### config.mk
export PLATFORM = sky130hd
export DESIGN_NAME = easyaxi_test_seq
export DESIGN_NICKNAME = d
export VERILOG_FILES = /design/src/rtl/easyaxi_test_seq.sv
export SDC_FILE = /design/constraint.sdc
export NUM_CORES = 1
export LEC_CHECK = 0
export ABC_AREA = 1
export CORE_MARGIN = 3
export CORE_UTILIZATION = 30
export DETAILED_ROUTE_END_ITERATION = 8
export HOLD_SLACK_MARGIN = 0.08
export PLACE_DENSITY_LB_ADDON = 0.12
export SYNTH_ARGS = -nofsm -noshare
export SYNTH_HDL_FRONTEND = slang
export SYNTH_SLANG_ARGS = --single-unit
### constraint.sdc
create_clock -name clk -period 2.08 [get_ports clk]
set_input_delay 0.208 -clock clk [delete_from_list [all_inputs] [get_ports clk]]
set_output_delay 0.208 -clock clk [all_outputs]
set_load 0.02 [all_outputs]
### src/rtl/easyaxi_test_seq.sv
// Multi-channel enable/done test sequencer for EasyAXI bring-up.
// Runs NUM_RUNS enable pulses with a per-run watchdog and cycle count.
module easyaxi_test_seq #(
  parameter int NUM_CH    = 1,
  parameter int NUM_RUNS  = 1,
  parameter int START_DLY = 5,
  parameter int DRAIN_DLY = 20,
  parameter int TIMEOUT   = 1000,
  parameter int CNT_W     = 16,
  parameter int RUN_W     = 8
) (
  input  logic              clk,
  input  logic              rst_n,
  input  logic              start,
  input  logic [NUM_CH-1:0] ch_mask,
  input  logic [NUM_CH-1:0] ch_done,
  output logic [NUM_CH-1:0] ch_enable,
  output logic              busy,
  output logic              finish,
  output logic              pass,
  output logic              timeout,
  output logic [RUN_W-1:0]  run_idx,
  output logic [CNT_W-1:0]  run_cycles
);

  typedef enum logic [2:0] {
    S_IDLE,
    S_DELAY,
    S_RUN,
    S_DRAIN,
    S_FINISH
  } state_t;

  localparam logic [CNT_W-1:0] START_M1 = CNT_W'(START_DLY - 1);
  localparam logic [CNT_W-1:0] DRAIN_M1 = CNT_W'(DRAIN_DLY - 1);
  localparam logic [CNT_W-1:0] TMO_M1   = CNT_W'(TIMEOUT - 1);
  localparam logic [RUN_W-1:0] RUNS_M1  = RUN_W'(NUM_RUNS - 1);
  localparam logic [CNT_W-1:0] CNT_ONE  = CNT_W'(1);
  localparam logic [RUN_W-1:0] RUN_ONE  = RUN_W'(1);

  state_t            state;
  logic [CNT_W-1:0]  cnt;
  logic [CNT_W-1:0]  wdog;
  logic [NUM_CH-1:0] mask_q;
  logic [NUM_CH-1:0] done_seen;
  logic [NUM_CH-1:0] done_now;
  logic              all_done;
  logic [CNT_W-1:0]  wdog_inc;

  // Run completes once every masked channel has been seen done
  always_comb begin
    done_now = done_seen | (ch_done & mask_q);
    all_done = (done_now == mask_q);
    wdog_inc = (wdog == '1) ? wdog : wdog + CNT_ONE;
  end

  // Sequencer FSM; outputs registered alongside the state
  always_ff @(posedge clk or negedge rst_n) begin
    if (!rst_n) begin
      state      <= S_IDLE;
      cnt        <= '0;
      wdog       <= '0;
      mask_q     <= '0;
      done_seen  <= '0;
      ch_enable  <= '0;
      busy       <= 1'b0;
      finish     <= 1'b0;
      pass       <= 1'b0;
      timeout    <= 1'b0;
      run_idx    <= '0;
      run_cycles <= '0;
    end else begin
      unique case (state)
        S_IDLE, S_FINISH: begin
          if (start) begin
            state   <= S_DELAY;
            mask_q  <= ch_mask;
            run_idx <= '0;
            cnt     <= '0;
            busy    <= 1'b1;
            finish  <= 1'b0;
            pass    <= 1'b0;
            timeout <= 1'b0;
          end
        end
        S_DELAY: begin
          if (cnt == START_M1) begin
            state     <= S_RUN;
            done_seen <= '0;
            wdog      <= '0;
            ch_enable <= mask_q;
          end else begin
            cnt <= cnt + CNT_ONE;
          end
        end
        S_RUN: begin
          if (all_done) begin
            state      <= S_DRAIN;
            ch_enable  <= '0;
            run_cycles <= wdog_inc;
            cnt        <= '0;
          end else if (wdog == TMO_M1) begin
            state     <= S_FINISH;
            ch_enable <= '0;
            busy      <= 1'b0;
            finish    <= 1'b1;
            timeout   <= 1'b1;
            pass      <= 1'b0;
          end else begin
            wdog      <= wdog + CNT_ONE;
            done_seen <= done_now;
          end
        end
        S_DRAIN: begin
          if (cnt == DRAIN_M1) begin
            if (run_idx == RUNS_M1) begin
              state  <= S_FINISH;
              busy   <= 1'b0;
              finish <= 1'b1;
              pass   <= 1'b1;
            end else begin
              state   <= S_DELAY;
              run_idx <= run_idx + RUN_ONE;
              cnt     <= '0;
            end
          end else begin
            cnt <= cnt + CNT_ONE;
          end
        end
        default: state <= S_IDLE;
      endcase
    end
  end

endmodule
After elaboration in Yosys (flattened, before gate mapping)
Index checks and enable logic that the tools add are counted.
{"block": "totals", "input_bits": 5, "ff_bits": 66, "out_inout_bits": 29}
{"block": "classes", "bitwise_logic": 2, "eq_ne": 21, "reduce_logical": 17, "add_sub_neg": 3, "n_mux": 43}
{"op": "$mux 16", "count": 9}
{"op": "$pmux 16 s4", "count": 1}
{"op": "$add 16x1->16 const B", "count": 2}
{"op": "$pmux 16 s2", "count": 1}
{"op": "$mux 8", "count": 3}
{"op": "$ne 2x2->1 const B", "count": 10}
{"op": "$mux 3", "count": 6}
{"op": "$eq 16x10->1 const B", "count": 1}
{"op": "$eq 16x16->1 const B", "count": 1}
{"op": "$eq 16x3->1 const B", "count": 1}
{"op": "$eq 16x5->1 const B", "count": 1}
{"op": "$pmux 8 s2", "count": 1}
{"op": "$reduce_and 4->1", "count": 4}
{"op": "$mux 1", "count": 15}
{"op": "$pmux 3 s4", "count": 1}
{"op": "$pmux 1 s3", "count": 3}
{"op": "$add 8x1->8 const B", "count": 1}
{"op": "$logic_not 8->1", "count": 1}
{"op": "$eq 3x2->1 const B", "count": 2}
{"op": "$ne 3x3->1 const B", "count": 2}
{"op": "$pmux 1 s2", "count": 3}
{"op": "$reduce_and 6->1", "count": 1}
{"op": "$reduce_bool 2->1", "count": 3}
{"op": "$reduce_and 5->1", "count": 1}
{"op": "other kinds (11)", "count": 12}

Depth between registers and ports, before layout
Gate-level depths: netlist of run 1.
{"block": "logic_depth", "depth_word": 5, "depth_mapped": 11, "depth_no_buf": 11}

Worst setup path before layout of run 1
Ideal clock, no wire load.
{"block": "synth_timing", "path_kind": "reg-to-reg", "startpoint": "reg run_idx[0]", "endpoint": "reg run_idx[0]", "arrival_ns": 1.489, "t_required_ns": 1.962, "setup_ns": 0.118, "n_path_buf": 1, "synth_period_minus_slack_ns": 1.607, "path_stages_with_launch": 11, "slack_ns": 0.473, "path_cell_list": "dfrtp_1 inv_1 ha_1 nand2_1 nor2_1 nor2_1 nor2_2 nor2_8 buf_6 nand2_1 o21ai_2"}
{"block": "synth_via", "elab_chain_cells": 4, "word_cells_on_any_way": 7, "cone_classes": "add/sub (1); eq/ne (1); mux (3); reduce/logical (2)"}
{"element": "from (decl)", "line_no": "22", "source": "output logic [RUN_W-1:0] run_idx,"}
{"element": "from (signal assigned)", "line_no": "123", "source": "run_idx <= run_idx + RUN_ONE;"}
{"element": "$add 8x1->8", "line_no": "123"}
{"element": "$mux 8", "line_no": "116", "source": "if (run_idx == RUNS_M1) begin"}
{"element": "$mux 8", "line_no": "115", "source": "if (cnt == DRAIN_M1) begin"}
{"element": "$pmux 8 s2", "line_no": "73", "source": "unique case (state)"}
Several ways; a longest one is shown, not always the timed one. The select of a mux whose other input is x is not followed.
A chain may end at the register's enable or synchronous reset.

Final worst setup path of run 1
{"block": "layout_timing", "startpoint": "reg wdog[0]", "endpoint": "reg run_cycles[9]"}
{"block": "layout_via", "elab_chain_cells": 2, "word_cells_on_any_way": 3, "cone_classes": "add/sub (1); eq/ne (1); mux (1)"}
{"element": "from (decl)", "line_no": "43", "source": "logic [CNT_W-1:0] wdog;"}
{"element": "from (signal assigned)", "line_no": "110", "source": "wdog <= wdog + CNT_ONE;"}
{"element": "$add 16x1->16 or $eq 16x16->1 (tied branches)", "line_no": "54", "source": "wdog_inc = (wdog == '1) ? wdog : wdog + CNT_ONE;"}
{"element": "$mux 16 (*)", "line_no": "54"}
{"element": "to (signal assigned)", "line_no": "100", "source": "run_cycles <= wdog_inc;"}
{"element": "to (decl)", "line_no": "23", "source": "output logic [CNT_W-1:0] run_cycles"}
Mark *: on every way between the ends. The rest lies on a longest branch, timed or not.

==> results of run 1 <==
==> logic make-up (layout without fill, tap and decap cells) <==
| group | count (synthesis) | in the layout | share of synthesized area (%) |
|---|---|---|---|
| AND/OR/NAND/NOR | 316 | 316 | 35.8 |
| buffers and inverters | 75 | 123 | 8.07 |
| flip-flops | 66 | 66 | 42.0 |
| XOR/XNOR | 16 | 16 | 3.56 |
| adder cells (fa/ha/maj) | 5 | 5 | 1.59 |
| AO/OA/AOI/OAI | 62 | 62 | 9.03 |
==> power by group <==
part | total (uW) | leakage [uW] | internal, uW | switching (uW)
logic | 2160 | 0.00126 | 831 | 1330
registers | 1780 | 0.000879 | 1560 | 221
clock network | 1520 | 0.000145 | 925 | 592
==> worst min path at each step <==
stage          startpoint     end  slack [ns]  cells after the start
2_1_floorplan       rst_n    busy       -0.09                      0
3_3_place_gp        rst_n  cnt[8]        0.26                      2
3_5_place_dp        rst_n  cnt[8]        0.27                      2
4_1_cts           ch_mask  mask_q        0.41                      3
5_1_grt           ch_mask  mask_q        0.43                      3
6_report          ch_mask  mask_q        0.41                      3
==> state kept, by name, summed over array words and instances, names as in the netlist <==
name / count
done_seen: 1
busy: 1
mask_q: 1
ch_enable: 1
state: 3
cnt: 16
pass: 1
wdog: 16
run_cycles: 16
timeout: 1
finish: 1
run_idx: 8
==> cells in the final DEF, fill, tap and decap left out, drive strengths merged <==
master	n
o21ai	38
a21boi	2
nor2	87
a21oi	5
o221ai	1
inv	63
ha	5
bufinv	1
nor3	7
nand4	12
nand3b	1
xnor2	4
clkbuf	9
o211ai	4
o21bai	3
nand2	179
clkinvlp	1
xor2	12
o22ai	4
dlygate4sd3	1
clkinv	6
clkdlybuf4s50	32
dfrtp	66
buf	10
or2	1
a31oi	5
nand3	27
nor3b	2
==> cells in the mapped netlist, types with 4 or more instances <==
cell type,count,area [sq um]
nor3_1,7,35.0
o21ai_0,30,150
nor2_4,5,56.3
o211ai_1,4,30.0
nand4_1,11,68.8
ha_1,5,62.6
nand2_1,173,649
o21ai_1,6,30.0
nor2_1,75,282
buf_2,5,25.0
o22ai_1,4,25.0
a31oi_1,5,31.3
a21oi_1,5,25.0
inv_2,5,18.8
xor2_1,12,105
dfrtp_1,66,1650
xnor2_1,4,35.0
nor2_2,5,31.3
inv_1,58,218
nand3_1,25,125
==> cell type report <==
cell class,count,area [sq um]
fill,1389,7940
sequential,66,1650
clock inverter,7,70.1
clock buffer,9,225
timing repair buffer,43,415
inverter,64,240
tap,172,215
multi-input combinational,399,1970
==> metal layers <==
metal / GRT usage (%) / wire length [um] / vias to the layer above
met5: 0 / 0 / -
met4: 4.67 / 98 / 0
met1: 19.9 / 4850 / 1552
li1: - / - / 1796
met2: 20.6 / 4080 / 42
met3: 2.62 / 292 / 13
==> worst min-delay path: stages <==
cell             delay (ns)
clkdlybuf4s50_1        0.39
nand2_1                0.06
nand2_1                0.05
==> what timing repair did <==
action / in CTS / in global routing
hold endpoints to repair: 66 / 0
buffers inserted: 0 / 0
hold buffers: 1 / 0
==> stage by stage <==
stage	utilization [%]	area, sq um
detailed placement	35.2	4480
floorplan	-	3940
global placement	35.2	4480
finish	37.6	4780
CTS	37.6	4780
global route	37.6	4780
==> flow_summary.json, run 1 <==
{
  "avgSynthCellArea_sq_um": 7.29,
  "min_period_ns": 1.74,
  "fin_nets": 593,
  "synthCells": 540,
  "cap_viol_max_count": 0,
  "max_freq_mhz": 574,
  "slowest_stage": "dfrtp_1",
  "critical_path.most_common_cell": "nand2_1",
  "startpoint_type": "flip-flop",
  "worstPathArrival_ns": 1.96,
  "rows": 41,
  "clock_path_buffers": 2,
  "clk_latency_ns": 0.34,
  "gr-total-overflow": 0,
  "grt_pass1_vias": 3374,
  "synth_edf_count": 0,
  "drc": 0,
  "cts.sinks": 66,
  "cp_cell_sequence": "ha_1, nand2_1, nor2_2, nand2_1, inv_1, nand3_1, clkinv_1, o21ai_0, nand2_1",
  "dieArea_sq_um": 14500,
  "io_pins": 34,
  "worst_slew_pin_slew_ns": 0.409,
  "max_slew_margin_pct": 72.7,
  "async_flop_share_pct": 100,
  "hp-class": "input port to flip-flop",
  "antenna_found_initial": 0,
  "status": "finished clean",
  "postRouteWirelength_um": 9320,
  "cp.buffers_inverters": 2,
  "critPathMaxFanout": 5,
  "seq_area_frac_synth_pct": 42.0,
  "grt_setup_unrepaired": "no",
  "finalPower_uw": 5460,
  "layoutNonFillerInstCount": 760,
  "clk_pin_slew_ns": 0.06,
  "r2r_slack_ns": 0.34,
  "grt_max_degree": 67,
  "hold_violations": 0,
  "coreArea_sq_um": 12700,
  "maxSlewViolCount": 0,
  "timing.final.crit_share_pct": 83.7,
  "cts_tree": "done",
  "startpoint": "wdog[0]",
  "post-place-ws_ns": 0.246,
  "max_stage_delay_ns": 0.40,
  "cts.htree.levels": 3,
  "crit_end": "run_cycles[9]",
  "ys.warnings.count": 0,
  "reg2reg_depth": 9,
  "dp_cells": 743,
  "grt_use_total_pct": 13.7,
  "timing.hold.ws_ns": 0.412,
  "setup_violations": 0,
  "grt_pass1_wl_um": 16200,
  "start_util_pct": 30.9,
  "clock_skew_ns": 0.00797,
  "ys_ff_latch": 66,
  "ir_drop_v": 0.000609,
  "portBuffers": 33,
  "synthesis.nets": 550,
  "cts_resized": 0,
  "drtAntennaViolNets": 0,
  "viasPerCell": 4.48,
  "r2r_start": "wdog[0]",
  "root_buffer": "clkbuf_16",
  "place.gp.congestion": 0.832,
  "power_leakage_uw": 0.00228,
  "die_h_um": 121,
  "crit_type": "flip-flop to flip-flop",
  "first_iter_violations": 158,
  "dp_hpwl_um": 6780,
  "critPathCaptureType": "flip-flop",
  "worst_slack_ns": 0.339,
  "p_per_area_nw_per_um2": 1140,
  "chipWidth_um": 121,
  "via_count": 3403,
  "cp.required_ns": 2.30,
  "yosysUniqueCellTypes": 37,
  "path_delay_family": "simple AND/OR/NAND/NOR gates",
  "synth_top_flop_cell": "dfrtp_1",
  "numCtsBuffers": 9,
  "cp_num_cells": 9,
  "diodes": 0,
  "wire_per_inst_um": 12.3,
  "r2r_end": "run_cycles[9]",
  "layout-drive-gt1-share_pct": 9.18,
  "synthesis.area_sq_um": 3940,
  "area_growth_pct": 21.6,
  "drtPass1Iterations": 5,
  "setup_tns_ns": 0
}
(Power assumes the default switching activity.)
==> run 2: changes to the inputs <==
==> constraint.sdc (replaced) <==
create_clock -name clk -period 1.6 [get_ports clk]
set_input_delay 0.16 -clock clk [delete_from_list [all_inputs] [get_ports clk]]
set_output_delay 0.16 -clock clk [all_outputs]
set_load 0.02 [all_outputs]
==> flow_summary.json, run 2 (synthesis results as in run 1) <==
{
  "status": "finished clean",
  "postRouteWirelength_um": 10500,
  "place_area_sq_um": 4950,
  "grt_setup_unrepaired": "yes",
  "diodes": 0,
  "layout_common_cells": "nand2_1, buf_4, nor2_1",
  "root_buffer": "clkbuf_16",
  "place.gp.congestion": 0.795,
  "gr-total-overflow": 0,
  "grt_pass1_vias": 3539,
  "max_freq_mhz": 634,
  "cts.sinks": 66,
  "clock_path_buffers": 2,
  "fin_nets": 661,
  "reg2reg_depth": 8,
  "wire_per_inst_um": 12.7,
  "cts.htree.levels": 3,
  "drc": 0,
  "coreArea_sq_um": 12700,
  "p_per_area_nw_per_um2": 1420,
  "clk_latency_ns": 0.34,
  "stdcell_area_sq_um": 5700,
  "min_period_ns": 1.58,
  "startpoint": "cnt[1]",
  "timing.final.crit_share_pct": 98.6,
  "power_leakage_uw": 0.00278,
  "dieArea_sq_um": 14500,
  "clock_skew_ns": 0.00640,
  "r2r_start": "cnt[1]",
  "first_iter_violations": 196,
  "drtPass1Iterations": 4,
  "rows": 41,
  "drtAntennaViolNets": 0,
  "via_count": 3743,
  "hold_depth": 3,
  "finish.utilization_pct": 44.8,
  "hp-class": "input port to flip-flop",
  "setup_tns_ns": 0,
  "cts_tree": "done",
  "worst_slew_pin_slew_ns": 0.401,
  "antenna_found_initial": 0,
  "chipWidth_um": 121,
  "timing.hold.ws_ns": 0.365,
  "clk_pin_slew_ns": 0.05,
  "ir_drop_v": 0.000737,
  "numCtsBuffers": 9,
  "io_pins": 34,
  "portBuffers": 33,
  "hold_start": "ch_mask",
  "grt_max_degree": 67,
  "critPathMaxFanout": 15,
  "cap_viol_max_count": 0,
  "start_util_pct": 30.9,
  "startpoint_type": "flip-flop",
  "hold_violations": 0,
  "layout-drive-gt1-share_pct": 29.0,
  "layout_commonest_cell": "nand2_1",
  "finalPower_uw": 8100,
  "crit_type": "flip-flop to flip-flop",
  "grt_pass1_wl_um": 17100,
  "worstPathArrival_ns": 1.79,
  "viasPerCell": 4.52,
  "setup_violations": 0,
  "cp.required_ns": 1.81,
  "max_slew_margin_pct": 73.2,
  "die_h_um": 121,
  "grt_use_total_pct": 14.7,
  "reg_top3": "cnt x16, run_cycles x16, wdog x16",
  "dp_hpwl_um": 7190,
  "maxSlewViolCount": 0,
  "area_growth_pct": 44.7,
  "critPathCaptureType": "flip-flop"
}
run 2: final cells by class:
| cell class | count | area [sq um] |
|---|---|---|
| well taps | 172 | 215 |
| fillers | 1309 | 7030 |
| multi-input cells | 400 | 2240 |
| clock buffers | 12 | 246 |
| flip-flops and latches | 66 | 1660 |
| clock inverters | 4 | 51.3 |
| repair buffers | 110 | 1030 |
| inverters | 64 | 245 |
run 2: path summary, 6_finish.rpt:
kind,end,slack [ns]
setup / recovery,wdog[15],0.02
hold / removal,mask_q,0.36
setup reg to reg,wdog[15],0.02
hold reg to reg,run_cycles[6],0.48
max in group asynchronous,cnt[2],0.90
min in group asynchronous,cnt[4],0.38
run 2: what timing repair did:
item,in CTS,in global routing
endpoints found under the setup margin,38,67
hold endpoints to repair,66,0
resized for setup,7,97
buffers inserted,1,12
pin swaps,2,29
hold buffers,1,0
gates cloned,0,1
run 2: stage by stage:
| stage | setup slack [ns] | std cells |
|---|---|---|
| 2_1_floorplan | 0.00266 | 540 |
| 3_3_place_gp | -0.0242 | 797 |
| 3_5_place_dp | -0.0314 | 797 |
| 4_1_cts | -0.00347 | 815 |
| 5_1_grt | -0.0899 | 828 |
| 6_report | 0.0216 | 828 |
run 2: routing by layer:
layer / global-route usage [%] / wire [um] / vias up
met2: 20.6 / 4650 / 64
met1: 21.6 / 5290 / 1737
li1: - / - / 1933
met5: 0 / 0 / -
met4: 5.31 / 133 / 0
met3: 3.74 / 436 / 9
run 2: critical path: stages (launching register included):
cell     delay (ns)
dfrtp_2        0.44
inv_1          0.07
ha_2           0.17
nand3_2        0.09
nor2_4         0.17
nand3_4        0.14
nand2_1        0.14
buf_12         0.15
o21ai_0        0.08
run 2: power breakdown:
group          internal (uW)  leakage, uW  switching (uW)
Sequential              2040     0.000863             284
Combinational           1660      0.00178            2130
Clock                   1250     0.000143             738
